$ cat config.mk
export PLATFORM = sky130hd
export DESIGN_NAME = alu_issue
export DESIGN_NICKNAME = d
export VERILOG_FILES = /design/src/rtl/alu_issue.sv
export SDC_FILE = /design/constraint.sdc
export NUM_CORES = 1
export LEC_CHECK = 0
export BUFFER_PORTS_ARGS = -buffer_cell sky130_fd_sc_hd__buf_2
export CAP_MARGIN = 25
export CORE_ASPECT_RATIO = 0.9
export CORE_MARGIN = 3
export CORE_UTILIZATION = 46
export CTS_CLUSTER_DIAMETER = 60
export DETAILED_ROUTE_END_ITERATION = 8
export HOLD_SLACK_MARGIN = 0.02
export PLACE_DENSITY = 0.91
export REMOVE_ABC_BUFFERS = 1
export SLEW_MARGIN = 20
export SYNTH_ARGS = -nofsm -noshare
export SYNTH_HDL_FRONTEND = slang
export SYNTH_SLANG_ARGS = --single-unit
$ cat constraint.sdc
create_clock -name i_clk -period 3.4 [get_ports i_clk]
set_clock_uncertainty 0.15 [all_clocks]
set_input_delay 0.17 -clock i_clk [delete_from_list [all_inputs] [get_ports i_clk]]
set_output_delay 0.17 -clock i_clk [all_outputs]
set_load 0.05 [all_outputs]
$ cat src/rtl/alu_issue.sv
// Decode/issue stage for RV32I OP, OP-IMM, LUI and AUIPC with a RAW scoreboard (no forwarding).
// Optional build macro ALU_ISSUE_ILLEGAL_EN: flag unsupported or malformed encodings on o_illegal.
module alu_issue #(
  parameter int HAZ_DEPTH = 3
) (
  input  logic        i_clk,
  input  logic        i_rst,
  input  logic        i_valid,
  output logic        o_ready,
  input  logic [31:0] i_instr,
  input  logic [31:0] i_pc,
  output logic [4:0]  o_rs1_addr,
  output logic [4:0]  o_rs2_addr,
  input  logic [31:0] i_rs1_data,
  input  logic [31:0] i_rs2_data,
  input  logic        i_flush,
  output logic        o_valid,
  output logic [3:0]  o_alu_op,
  output logic [31:0] o_operand_a,
  output logic [31:0] o_operand_b,
  output logic [4:0]  o_rd,
  output logic        o_illegal
);

  typedef enum logic [3:0] {
    ALU_ADD    = 4'h0,
    ALU_SUB    = 4'h1,
    ALU_SLT    = 4'h2,
    ALU_SLTU   = 4'h3,
    ALU_XOR    = 4'h4,
    ALU_OR     = 4'h5,
    ALU_AND    = 4'h6,
    ALU_SLL    = 4'h7,
    ALU_SRL    = 4'h8,
    ALU_SRA    = 4'h9,
    ALU_PASS_B = 4'hA
  } alu_op_e;

  localparam logic [6:0] OPC_OP     = 7'b0110011;
  localparam logic [6:0] OPC_OP_IMM = 7'b0010011;
  localparam logic [6:0] OPC_LUI    = 7'b0110111;
  localparam logic [6:0] OPC_AUIPC  = 7'b0010111;

  // alt selects SUB/SRA; callers only raise it where the encoding allows.
  function automatic alu_op_e funct3_op(input logic [2:0] f3, input logic alt);
    alu_op_e op;
    case (f3)
      3'b000:  op = alt ? ALU_SUB : ALU_ADD;
      3'b001:  op = ALU_SLL;
      3'b010:  op = ALU_SLT;
      3'b011:  op = ALU_SLTU;
      3'b100:  op = ALU_XOR;
      3'b101:  op = alt ? ALU_SRA : ALU_SRL;
      3'b110:  op = ALU_OR;
      default: op = ALU_AND;
    endcase
    return op;
  endfunction

  logic [6:0] opcode;
  logic [2:0] funct3;
  logic [6:0] funct7;
  logic [4:0] rs1;
  logic [4:0] rs2;
  logic [4:0] rd;

  assign opcode     = i_instr[6:0];
  assign rd         = i_instr[11:7];
  assign funct3     = i_instr[14:12];
  assign rs1        = i_instr[19:15];
  assign rs2        = i_instr[24:20];
  assign funct7     = i_instr[31:25];
  assign o_rs1_addr = rs1;
  assign o_rs2_addr = rs2;

  logic        dec_known;
  logic        dec_legal;
  logic        dec_use_rs1;
  logic        dec_use_rs2;
  logic        dec_writes;
  alu_op_e     dec_op;
  logic [31:0] dec_a;
  logic [31:0] dec_b;

  always_comb begin
    dec_known   = 1'b0;
    dec_legal   = 1'b1;
    dec_use_rs1 = 1'b0;
    dec_use_rs2 = 1'b0;
    dec_writes  = 1'b0;
    dec_op      = ALU_ADD;
    dec_a       = '0;
    dec_b       = '0;
    case (opcode)
      OPC_OP: begin
        dec_known   = 1'b1;
        dec_use_rs1 = 1'b1;
        dec_use_rs2 = 1'b1;
        dec_writes  = 1'b1;
        dec_op      = funct3_op(funct3, funct7[5]);
        dec_a       = i_rs1_data;
        dec_b       = i_rs2_data;
`ifdef ALU_ISSUE_ILLEGAL_EN
        dec_legal   = (funct7 == 7'h00) ||
                      ((funct7 == 7'h20) && ((funct3 == 3'b000) || (funct3 == 3'b101)));
`endif
      end
      OPC_OP_IMM: begin
        dec_known   = 1'b1;
        dec_use_rs1 = 1'b1;
        dec_writes  = 1'b1;
        // ADDI never becomes SUB; only SRAI honours bit 30.
        dec_op      = funct3_op(funct3, i_instr[30] & (funct3 == 3'b101));
        dec_a       = i_rs1_data;
        if ((funct3 == 3'b001) || (funct3 == 3'b101)) begin
          dec_b = {27'b0, i_instr[24:20]};
        end else begin
          dec_b = {{20{i_instr[31]}}, i_instr[31:20]};
        end
`ifdef ALU_ISSUE_ILLEGAL_EN
        if (funct3 == 3'b001) begin
          dec_legal = (funct7 == 7'h00);
        end else if (funct3 == 3'b101) begin
          dec_legal = (funct7 == 7'h00) || (funct7 == 7'h20);
        end
`endif
      end
      OPC_LUI: begin
        dec_known  = 1'b1;
        dec_writes = 1'b1;
        dec_op     = ALU_PASS_B;
        dec_b      = {i_instr[31:12], 12'b0};
      end
      OPC_AUIPC: begin
        dec_known  = 1'b1;
        dec_writes = 1'b1;
        dec_op     = ALU_ADD;
        dec_a      = i_pc;
        dec_b      = {i_instr[31:12], 12'b0};
      end
      default: ;
    endcase
  end

  // Scoreboard: slot 0 is EX, slot HAZ_DEPTH-1 is WB.
  logic [HAZ_DEPTH-1:0]      sb_v_q;
  logic [HAZ_DEPTH-1:0]      sb_v_d;
  logic [HAZ_DEPTH-1:0][4:0] sb_rd_q;
  logic [HAZ_DEPTH-1:0][4:0] sb_rd_d;

  logic hit_rs1;
  logic hit_rs2;
  logic hazard;
  logic accept;
  logic issue;

  always_comb begin
    hit_rs1 = 1'b0;
    hit_rs2 = 1'b0;
    for (int i = 0; i < HAZ_DEPTH; i++) begin
      if (sb_v_q[i] && (sb_rd_q[i] == rs1)) hit_rs1 = 1'b1;
      if (sb_v_q[i] && (sb_rd_q[i] == rs2)) hit_rs2 = 1'b1;
    end
  end

  assign hazard  = i_valid & ((dec_use_rs1 & (rs1 != 5'd0) & hit_rs1) |
                              (dec_use_rs2 & (rs2 != 5'd0) & hit_rs2));
  assign o_ready = ~i_rst & ~i_flush & ~hazard;
  assign accept  = i_valid & o_ready;
  assign issue   = accept & dec_known & dec_legal;

  always_comb begin
    sb_v_d     = '0;
    sb_rd_d    = '0;
    sb_v_d[0]  = issue & dec_writes & (rd != 5'd0);
    sb_rd_d[0] = sb_v_d[0] ? rd : 5'd0;
    for (int i = 1; i < HAZ_DEPTH; i++) begin
      sb_v_d[i]  = sb_v_q[i-1];
      sb_rd_d[i] = sb_rd_q[i-1];
    end
  end

  always_ff @(posedge i_clk) begin
    if (i_rst) begin
      sb_v_q  <= '0;
      sb_rd_q <= '0;
    end else begin
      sb_v_q  <= sb_v_d;
      sb_rd_q <= sb_rd_d;
    end
  end

  logic        valid_q, valid_d;
  alu_op_e     op_q, op_d;
  logic [31:0] a_q, a_d;
  logic [31:0] b_q, b_d;
  logic [4:0]  rd_q, rd_d;

  // Anything not issued (stall, flush, idle, unsupported) becomes an all-zero bubble.
  always_comb begin
    valid_d = 1'b0;
    op_d    = ALU_ADD;
    a_d     = '0;
    b_d     = '0;
    rd_d    = '0;
    if (issue) begin
      valid_d = 1'b1;
      op_d    = dec_op;
      a_d     = dec_a;
      b_d     = dec_b;
      rd_d    = rd;
    end
  end

  always_ff @(posedge i_clk) begin
    if (i_rst) begin
      valid_q <= 1'b0;
      op_q    <= ALU_ADD;
      a_q     <= '0;
      b_q     <= '0;
      rd_q    <= '0;
    end else begin
      valid_q <= valid_d;
      op_q    <= op_d;
      a_q     <= a_d;
      b_q     <= b_d;
      rd_q    <= rd_d;
    end
  end

  assign o_valid     = valid_q;
  assign o_alu_op    = op_q;
  assign o_operand_a = a_q;
  assign o_operand_b = b_q;
  assign o_rd        = rd_q;

`ifdef ALU_ISSUE_ILLEGAL_EN
  logic illegal_q;
  logic illegal_d;

  assign illegal_d = accept & ~(dec_known & dec_legal);

  always_ff @(posedge i_clk) begin
    if (i_rst) begin
      illegal_q <= 1'b0;
    end else begin
      illegal_q <= illegal_d;
    end
  end

  assign o_illegal = illegal_q;
`else
  assign o_illegal = 1'b0;
`endif

endmodule
Word level (Yosys, flattened, before mapping) --
Index checks and enable logic that the tools add are counted.
Storage, ports and cells: flip-flop bits (word level) 92, word-level logic and storage cells 79
Cells by class: eq/ne operators 16, muxes and demuxes 20, bitwise logic cells 18, reductions and logical operators 16
Operators with widths (count):
- 32-bit one-hot mux with 3 select lines | 1
- 32-bit one-hot mux with 2 select lines | 1
- 4-bit one-hot mux with 7 select lines | 2
- 32-bit two-way mux | 1
- 5-bit == test | 6
- 5-bit nonzero test | 3
- 7-bit by 5-bit == test with 1-bit output (second input constant) | 2
- 7-bit by 6-bit == test with 1-bit output (second input constant) | 2
- 1-bit two-way mux | 14
- 1-bit bitwise AND | 12
- 4-bit one-hot mux with 3 select lines | 1
- 3-bit == test (second input constant) | 3
- 2-bit OR reduction | 4
- 3-bit by 2-bit == test with 1-bit output (second input constant) | 2
- 1-bit logical AND | 6
- 1-bit inverter | 5
- 4-bit OR reduction | 1
- 3-bit by 1-bit == test with 1-bit output (second input constant) | 1
- 3-bit logical NOT | 1
- 1-bit logical OR | 1
- 1-bit OR | 1

Logic depth before layout (Yosys ltp) --
Gate-level depths: netlist of the first run.
depth in word-level cells 16, mapped depth 9

Worst setup path after synthesis of the first run --
OpenSTA, ideal clock, no wires.
path type flip-flop to output port, from reg sb_rd_q[13] (netlist name), to out o_ready, arrival time 2.518 ns, required time 3.080 ns, setup slack 0.562 ns, cell stages (with the launch flop) 8, path buffers 1, path through dfxtp_1 xor2_1 nor4_1 and3_1 a311oi_2 o22ai_1 buf_2 a21boi_0
On the way: word-level cells in the longest chain between the ends 8, elaborated cells between the ends (all ways) 12
RTL lines:
- from (decl) | RTL line 148 | logic [HAZ_DEPTH-1:0][4:0] sb_rd_q;
- from (signal assigned) | RTL line 189 | sb_rd_q <= sb_rd_d;
- 5-bit == test, on equally long branches | RTL line 161, 162
- 1-bit logical AND, on equally long branches | RTL line 161, 162
- 1-bit two-way mux, on equally long branches | RTL line 161, 162
- 1-bit bitwise AND, on equally long branches | RTL line 166, 167
- 1-bit OR * | RTL line 166 | assign hazard = i_valid & ((dec_use_rs1 & (rs1 != 5'd0) & hit_rs1) |
- 1-bit bitwise AND * | RTL line 166
- 1-bit inverter * | RTL line 168 | assign o_ready = ~i_rst & ~i_flush & ~hazard;
- 1-bit bitwise AND * | RTL line 168
- to (decl) | RTL line 9 | output logic o_ready,
Every way passes the cells marked *; elsewhere a longest branch is shown, timed or not.

Worst setup path in the final report of the first run --
from in i_instr[6], to reg b_q[27], in the netlist o_operand_b[27]
On the way: word-level cells in the longest chain between the ends 13, elaborated cells between the ends (all ways) 23
RTL lines:
- from (decl) | RTL line 10 | input logic [31:0] i_instr,
- 7-bit by 5-bit == test with 1-bit output or 7-bit by 6-bit == test with 1-bit output (tied branches) | RTL line 94 | case (opcode)
- 2-bit OR reduction (no line)
- 1-bit two-way mux | RTL line 94
- 1-bit bitwise AND (2 in a row) | RTL line 166
- 1-bit OR | RTL line 166
- 1-bit bitwise AND | RTL line 166
- 1-bit inverter | RTL line 168
- 1-bit bitwise AND | RTL line 168
- 1-bit bitwise AND | RTL line 169 | assign accept = i_valid & o_ready;
- 1-bit bitwise AND | RTL line 170 | assign issue = accept & dec_known & dec_legal;
- 1-bit inverter (no line)
- 2-bit OR reduction (no line)
- to (signal assigned) | RTL line 220 | b_q <= '0;
- to (signal assigned) | RTL line 226 | b_q <= b_d;
- to (decl) | RTL line 196 | logic [31:0] b_q, b_d;
Parallel ways exist; a longest one is shown, timed or not. A chain may end at the register's enable or synchronous reset.

==> flow_metrics.tcl, run 1 <==
set metrics [dict create \
    status "finished, final reports clean" \
    ir_drop_mv 0.259 \
    max_freq_ghz 0.334 \
    p_per_area_nw_per_um2 367 \
    fin_nets 816 \
    initial_core_util 0.477 \
    cts_max_level 3 \
    total_power_mw 2.23 \
    postCtsSetupBuffers 0 \
    fillers 410 \
    drt_iter0_drc 390 \
    fp.dieW_um 99.5 \
    instances_no_fill 787 \
    synth.largest_area_cell "dfxtp_1" \
    cts_resized 0 \
    drv_cap 0 \
    period_minus_slack_ns 2.99 \
    rows 30 \
    layout-drive-gt1-share 0.364 \
    antenna_found_initial 2 \
    detailed_place.area_sq_um 4660 \
    wirelength_um 16200 \
    vias 4389 \
    track_usage 0.349 \
    die_h_um 90.1 \
    yosysSeqAreaShare 0.509 \
    slew_headroom 0.483 \
    synth-edff-count 0 \
    synth.top_cell.area_share 0.509 \
    ys_ff_latch 92 \
    timing.setup.tns_ns 0 \
    drv_slew 0 \
    netlist_area_sq_um 3620 \
    p_int_mw 1.68 \
    wl_per_cell_um 20.5 \
    io_buffers 216 \
    cts_buffer_depth 2 \
    post-place-ws_ns 0.875 \
    place.gp.congestion 0.910 \
    synthFlopType "dfxtp_1" \
    combinationalPowerShare 0.145 \
    synth_cells 372 \
    cts_root_buf "clkbuf_8" \
    rsz0062_at_grt "no" \
    ios 218 \
    path_clk_slew_ns 0.10 \
    clockPowerShare 0.371 \
    p_sw_frac 0.244 \
    worstPathMaxFanout 20 \
    ant_nets 0 \
    worstSetupPathType "primary input to register" \
    tightest_slew_ns 0.775 \
    yosysUniqueCellTypes 38 \
    seqPwrFrac 0.484 \
    cts_tree "built" \
    ys_top_cells_by_area "dfxtp_1, a22oi_1, nor2_1, xor2_1, a221oi_1" \
    dp_cells 651 \
    min_path_type "primary input to register" \
    syn_area_per_cell_sq_um 9.73 \
    power.leakage_nw 2.72 \
    grt_pass1_vias 4531 \
    final_core_util 0.801 \
    min_period_over_period 0.880 \
    core_area_sq_um 7580 \
    setup_viol 0 \
    synth-async-reset-ratio 0 \
    final-hold-violation-count 0 \
    via_per_inst 5.58 \
    end_kind "register" \
    synth.top_cells.by_count "dfxtp_1, nor2_1, a22oi_1, xor2_1, a221oi_1" \
    grt_max_degree 43 \
    setup_slack_ns 0.408 \
    grt_pass1_wl_um 24300 \
    cts_sinks 92 \
    dpl.hpwl_um 8630 \
    regArea_sq_um 1840 \
    multiInputGateArea_sq_um 1550 \
    hold_ws_ns 0.0426 \
    worstPathRequired_ns 3.54 \
    overflow 0 \
    arrival_ns 3.13 \
    drc 0 \
    clk_latency_ns 0.35 \
    yosysWarnings 0 \
    drtPass1Iterations 5 \
    p_switching_mw 0.544 \
    die_area_sq_um 8970 \
    area_growth_pct 67.9 \
    startpoint_type "primary input" \
    design_area_sq_um 6080 \
    cts_buffers 9 \
    synth_most_common_cell "dfxtp_1" \
]
registers in the layout, summed over array words and instances, names as in the netlist:
signal and flops:
o_alu_op 4, o_operand_a 32, o_operand_b 32, o_rd 5, o_valid 1, sb_rd_d 10, sb_rd_q 5, sb_v_q 3
metal layers:
metal  wire length, um  global-route usage  up-vias
li1                  -                   -     1919
met1              5440               0.372     2047
met2              8340               0.626      337
met3              1430              0.0760       86
met4               941               0.203        0
met5                 0                   0        -
final timing paths:
path	slack (ns)	startpoint	to	depth (start not counted)
hold / removal	0.04	i_instr[19]	o_operand_b[19]	3
setup / recovery	0.41	i_instr[6]	o_operand_b[27]	8
setup reg to reg	0.71	sb_rd_d[8]	o_operand_b[31]	7
hold reg to reg	0.34	sb_v_q[1]	sb_v_q[2]	1
worst max-delay path: stages:
cell,delay [ns]
buf_2,0.10
and4bb_1,0.31
nand2_2,0.29
nor4_4,0.61
and2_1,0.72
a221oi_1,0.13
dlygate4sd3_1,0.61
nor2_1,0.16
cell usage in the layout, fill, tap and decap left out, drive strengths merged:
| master | count |
|---|---|
| nor2b | 12 |
| a21boi | 1 |
| nand3 | 2 |
| dlygate4sd3 | 118 |
| bufinv | 2 |
| o21ai | 6 |
| nor3 | 7 |
| nand2 | 7 |
| a22oi | 38 |
| and2 | 2 |
| buf | 222 |
| dfxtp | 92 |
| clkinvlp | 1 |
| o22ai | 1 |
| o211ai | 1 |
| a221oi | 19 |
| nor2 | 69 |
| a311oi | 1 |
| and3 | 5 |
| clkbuf | 11 |
| a31oi | 1 |
| conb | 1 |
| o221ai | 1 |
| and4bb | 1 |
| xnor2 | 7 |
| a21oi | 4 |
| diode | 2 |
| mux2i | 5 |
| nor4 | 15 |
| or4 | 2 |
| a2111oi | 1 |
| inv | 8 |
| xor2 | 24 |
| clkinv | 2 |
power by group through the flow:
stage	clock network, mW	logic, mW	registers [mW]
after detailed placement	0	0.208	1.10
after global placement	0	0.202	1.10
after global routing	0.869	0.341	1.08
after CTS	0.822	0.303	1.08
final	0.827	0.324	1.08
after floorplan	0	0.0608	1.11
area by class of cell:
type	count	share of cell area
flip-flops and latches	92	0.303
clock inverters	5	0.0140
repair buffers	340	0.380
inverters	8	0.00494
diodes	2	0.000824
clock buffers	11	0.0233
multi-input cells	233	0.254
well taps	96	0.0198
logic make-up (layout without fill, tap and decap cells):
| family | Yosys count | count (layout) | share of synthesized area |
|---|---|---|---|
| buffers and inverters | 47 | 364 | 0.0681 |
| and+or+nand+nor | 122 | 122 | 0.176 |
| muxes | 5 | 5 | 0.0138 |
| AOI/OAI and AO/OA | 74 | 74 | 0.157 |
| other | 1 | 3 | 0.00104 |
| DFF | 92 | 92 | 0.509 |
| xor gates and xnor gates | 31 | 31 | 0.0750 |
repair_timing:
item / in CTS / in global routing
setup endpoints to repair: 0 / 0
hold endpoints to repair: 83 / 0
hold buffers: 118 / 0
(Power assumes the default switching activity.)
==> inputs of run 2 (changes only) <==
--- a/config.mk
+++ b/config.mk
@@ -15,7 +15,7 @@
 export HOLD_SLACK_MARGIN = 0.02
 export PLACE_DENSITY = 0.91
 export REMOVE_ABC_BUFFERS = 1
-export SLEW_MARGIN = 20
+export SLEW_MARGIN = 5
 export SYNTH_ARGS = -nofsm -noshare
 export SYNTH_HDL_FRONTEND = slang
 export SYNTH_SLANG_ARGS = --single-unit
==> constraint.sdc (replaced) <==
create_clock -name i_clk -period 3.6 [get_ports i_clk]
set_clock_uncertainty 0.15 [all_clocks]
set_input_delay 0.18 -clock i_clk [delete_from_list [all_inputs] [get_ports i_clk]]
set_output_delay 0.18 -clock i_clk [all_outputs]
set_load 0.05 [all_outputs]
==> flow_metrics.tcl, run 2 (synthesis gave the netlist of run 1 again) <==
set metrics [dict create \
    core_area_sq_um 7580 \
    cts_buffer_depth 2 \
    rsz0062_at_grt "no" \
    design_area_sq_um 6030 \
    regToRegSetupSlack_ns 0.88 \
    initial_core_util 0.477 \
    wirelength_um 15700 \
    ios 218 \
    drtPass1Iterations 6 \
    drt_iter0_drc 259 \
    period_minus_slack_ns 2.86 \
    fp.dieW_um 99.5 \
    grt_pass1_wl_um 23300 \
    cts_sinks 92 \
    final_cell_mix "buf_2, dlygate4sd3_1, dfxtp_1" \
    fin_nets 812 \
    area_growth_pct 66.6 \
    dpl.hpwl_um 8730 \
    via_per_inst 5.54 \
    drc 0 \
    place.gp.congestion 0.922 \
    tightest_slew_ns 0.731 \
    hold_ws_ns 0.0352 \
    track_usage 0.336 \
    layout-drive-gt1-share 0.366 \
    detailed_place.area_sq_um 4670 \
    slew_headroom 0.513 \
    num_antenna_cells 0 \
    io_buffers 216 \
    mostFrequentLayoutCell "buf_2" \
    overflow 0 \
    grt_pass1_vias 4496 \
    ant_nets 0 \
    worstPathMaxFanout 20 \
    grt_max_degree 59 \
    wl_per_cell_um 20.1 \
    final-hold-violation-count 0 \
    drv_slew 0 \
    p_sw_frac 0.252 \
    p_int_mw 1.52 \
    rows 30 \
    p_per_area_nw_per_um2 338 \
    total_power_mw 2.03 \
    timing.setup.tns_ns 0 \
    die_area_sq_um 8970 \
    max_freq_ghz 0.350 \
    drv_cap 0 \
    cts_tree "built" \
    cts_buffers 9 \
    antenna_found_initial 0 \
    power.leakage_nw 2.71 \
    cts_resized 0 \
    min_period_over_period 0.795 \
    die_h_um 90.1 \
    clk_latency_ns 0.35 \
    cts_max_level 3 \
    combinationalPowerShare 0.148 \
    startpoint_type "primary input" \
    arrival_ns 3.00 \
    worstPathRequired_ns 3.74 \
    worstSetupPathType "primary input to register" \
    clockPowerShare 0.351 \
    status "finished, final reports clean" \
    min_path_type "primary input to register" \
    vias 4324 \
    end_kind "register" \
    path_clk_slew_ns 0.09 \
    ir_drop_mv 0.297 \
    seqPwrFrac 0.500 \
    setup_viol 0 \
    p_switching_mw 0.513 \
    fillers 448 \
    cts_root_buf "clkbuf_8" \
]
[run 2: final cells by class]
cell class / instances / area [sq um] / area share
clock buffers: 10 / 138 / 0.0228
clock inverters: 6 / 68.8 / 0.0114
inverters: 8 / 30.0 / 0.00498
multi-input cells: 233 / 1550 / 0.257
flip-flops and latches: 92 / 1840 / 0.306
well taps: 96 / 120 / 0.0199
repair buffers: 336 / 2280 / 0.379
[run 2: worst paths after layout]
path,from,depth (start not counted),endpoint
min reg2reg,sb_v_q[1],1,sb_v_q[2]
max reg2reg,sb_rd_d[8],8,o_operand_b[31]
max,i_instr[6],8,o_operand_b[26]
min,i_rs2_data[2],3,o_operand_b[2]
[run 2: layer usage]
layer  routed length [um]  track usage
met5                    0            0
met4                  888        0.200
met3                 1520        0.102
met2                 8030        0.594
met1                 5260        0.345
[run 2: critical path, cell delays in order]
cell	delay, ns
buf_2	0.11
and4bb_1	0.28
nand2_2	0.27
nor4_4	0.57
and2_1	0.68
a221oi_1	0.14
dlygate4sd3_1	0.63
nor2_1	0.12
[run 2: timing repair]
item	in CTS	in global routing
hold buffers	115	0
endpoints found under the hold margin	82	0
setup buffers	0	0
[run 2: power groups by stage]
stage	sequential [mW]	clock [mW]	combinational, mW
floorplan	1.04	0	0.0575
CTS	1.02	0.712	0.282
finish	1.02	0.714	0.302
detailed placement	1.04	0	0.195
global placement	1.04	0	0.190
global route	1.02	0.759	0.318
[run 2: metrics by stage]
step / util / setup WS, ns / std cells
final: 0.795 / 0.739 / 781
after global routing: 0.795 / 0.633 / 781
after CTS: 0.795 / 0.874 / 781
after detailed placement: 0.616 / 1.04 / 650
after global placement: 0.616 / 1.15 / 650
after floorplan: - / 0.204 / 333
==> inputs of run 3 (changes only) <==
--- a/config.mk
+++ b/config.mk
@@ -5,15 +5,16 @@
 export SDC_FILE = /design/constraint.sdc
 export NUM_CORES = 1
 export LEC_CHECK = 0
+export ABC_AREA = 1
 export BUFFER_PORTS_ARGS = -buffer_cell sky130_fd_sc_hd__buf_2
 export CAP_MARGIN = 25
 export CORE_ASPECT_RATIO = 0.9
 export CORE_MARGIN = 3
-export CORE_UTILIZATION = 46
+export CORE_UTILIZATION = 45
 export CTS_CLUSTER_DIAMETER = 60
 export DETAILED_ROUTE_END_ITERATION = 8
 export HOLD_SLACK_MARGIN = 0.02
-export PLACE_DENSITY = 0.91
+export PLACE_DENSITY = 0.87
 export REMOVE_ABC_BUFFERS = 1
 export SLEW_MARGIN = 5
 export SYNTH_ARGS = -nofsm -noshare
==> constraint.sdc (replaced) <==
create_clock -name i_clk -period 2.9 [get_ports i_clk]
set_clock_uncertainty 0.15 [all_clocks]
set_input_delay 0.145 -clock i_clk [delete_from_list [all_inputs] [get_ports i_clk]]
set_output_delay 0.145 -clock i_clk [all_outputs]
set_load 0.05 [all_outputs]
==> flow_metrics.tcl, run 3 <==
set metrics [dict create \
    status "finished, final reports clean" \
    worstSetupPathType "primary input to register" \
    grt_busiest_layer "met2" \
    drc 0 \
    ys_ff_latch 92 \
    fin_nets 1062 \
    place.gp.congestion 0.951 \
    use_met2 0.489 \
    yosysSeqAreaShare 0.448 \
    die_h_um 96.7 \
    hold_ws_ns 0.0381 \
    cp-startpoint "i_instr[2]" \
    drv_slew 0 \
    path_clk_slew_ns 0.09 \
    synth_most_common_cell "nand2_1" \
    synth.top_cell.area_share 0.448 \
    via_per_inst 4.77 \
    final_cell_mix "buf_2, nand2_1, inv_1" \
    track_usage 0.285 \
    fillers 620 \
    cts_max_level 3 \
    end_kind "register" \
    period_minus_slack_ns 2.27 \
    reg2regPathDepth 11 \
    synth.largest_area_cell "dfxtp_1" \
    r2r-end "o_operand_a[7]" \
    worstPathRequired_ns 3.04 \
    final-hold-violation-count 0 \
    final_core_util 0.746 \
    clk_latency_ns 0.35 \
    cts_buffers 9 \
    regToRegSetupSlack_ns 0.89 \
    yosysWarnings 0 \
    met1_usage 0.316 \
    cts_tree "built" \
    rows 32 \
    wirelength_um 15000 \
    timing.setup.tns_ns 0 \
    grt_pass1_vias 4993 \
    core_area_sq_um 8730 \
    postCtsSetupBuffers 0 \
    area_growth_pct 58.4 \
    setup_viol 0 \
    yosysUniqueCellTypes 24 \
    tightest_slew_ns 0.563 \
    ios 218 \
    syn_area_per_cell_sq_um 6.59 \
    max_freq_ghz 0.441 \
    die_area_sq_um 10300 \
    ant_nets 0 \
    gr-usage-met3 0.0814 \
    drtPass1Iterations 6 \
    min_period_over_period 0.782 \
    power.leakage_nw 3.35 \
    fp.dieW_um 107 \
    worstPathMaxFanout 37 \
    antenna_found_initial 0 \
    grt_pass1_wl_um 23700 \
    synth.top_cells.by_count "nand2_1, inv_1, nor2_1, dfxtp_1, o21ai_0" \
    ir_drop_mv 0.275 \
    synth-async-reset-ratio 0 \
    total_power_mw 2.60 \
    vias 5025 \
    netlist_area_sq_um 4110 \
    ys_top_cells_by_area "dfxtp_1, nand2_1, inv_1, nor2_1, o21ai_0" \
    wl_per_cell_um 14.3 \
    cts_buffer_depth 2 \
    mostFrequentLayoutCell "buf_2" \
    slew_headroom 0.623 \
    startpoint_type "primary input" \
    initial_core_util 0.471 \
    synthFlopType "dfxtp_1" \
    drv_cap 0 \
    layout-drive-gt1-share 0.257 \
    grt_max_degree 40 \
    cts_root_buf "clkbuf_8" \
    drt_iter0_drc 322 \
    synth-edff-count 0 \
    arrival_ns 2.41 \
    synth_cells 624 \
    critPathCapture "o_operand_b[9]" \
    p_per_area_nw_per_um2 399 \
    dpl.hpwl_um 8730 \
    min_path_type "primary input to register" \
    cts_sinks 92 \
    r2r_start "sb_rd_d[7]" \
    overflow 0 \
    rsz0062_at_grt "no" \
    io_buffers 216 \
    num_antenna_cells 0 \
]
run 3: cell families (layout without fill, tap and decap cells):
group,Yosys count,count (layout),synth area share
AO/OA/AOI/OAI,97,97,0.124
buffers and inverters,160,471,0.165
flip-flops,92,92,0.448
other,1,1,0.000912
AND/OR/NAND/NOR,274,274,0.262
run 3: critical path: stages:
cell,delay (ns)
buf_2,0.10
inv_1,0.08
nand2_1,0.06
nor2_1,0.12
nand2_2,0.12
inv_4,0.30
nand2_1,0.13
inv_1,0.07
buf_4,0.33
nand2_1,0.11
o31ai_1,0.09
dlygate4sd3_1,0.58
inv_1,0.04
nor2_1,0.11
run 3: per-stage QoR:
stage | instance area, sq um | instances | worst slack (ns)
2_1_floorplan | 3910 | 590 | 0.697
3_3_place_gp | 5210 | 931 | 0.705
3_5_place_dp | 5210 | 931 | 0.646
4_1_cts | 6510 | 1054 | 0.699
5_1_grt | 6510 | 1054 | 0.393
6_report | 6510 | 1054 | 0.633
run 3: how the worst min path moves through the flow:
| stage | to | cells after the start | slack [ns] | startpoint |
|---|---|---|---|---|
| CTS | o_operand_a[27] | 5 | 0.02 | i_rs1_data[27] |
| finish | o_operand_a[27] | 5 | 0.04 | i_rs1_data[27] |
| floorplan | sb_v_q[1] | 1 | 0.07 | i_rst |
| detailed placement | o_operand_b[26] | 3 | 0.24 | i_rs2_data[26] |
| global placement | o_operand_b[20] | 3 | 0.24 | i_rs2_data[20] |
| global route | o_operand_a[27] | 5 | 0.04 | i_rs1_data[27] |
run 3: layer usage:
metal	up-vias	share of wire
met4	0	0.047
met1	2171	0.37
li1	2460	-
met5	-	0
met2	319	0.48
met3	75	0.098
run 3: repair_timing:
item                                    in CTS  in global routing
hold buffers                               107                  0
endpoints found under the setup margin       0                  0
hold endpoints to repair                    88                  0
gates resized for setup                      0                  0
run 3: layout make-up:
| class | count | area (sq um) | area share |
|---|---|---|---|
| inverter | 126 | 475 | 0.0730 |
| clock inverter | 4 | 97.6 | 0.0150 |
| sequential | 92 | 1840 | 0.283 |
| tap | 119 | 149 | 0.0229 |
| clock buffer | 12 | 135 | 0.0207 |
| multi-input combinational | 372 | 1590 | 0.244 |
| timing repair buffer | 329 | 2220 | 0.341 |
run 3: power by group:
group          switching, mW  internal, mW  total, mW
Clock                  0.439         0.574       1.01
Sequential          0.000350          1.26       1.26
Combinational          0.160         0.160      0.319
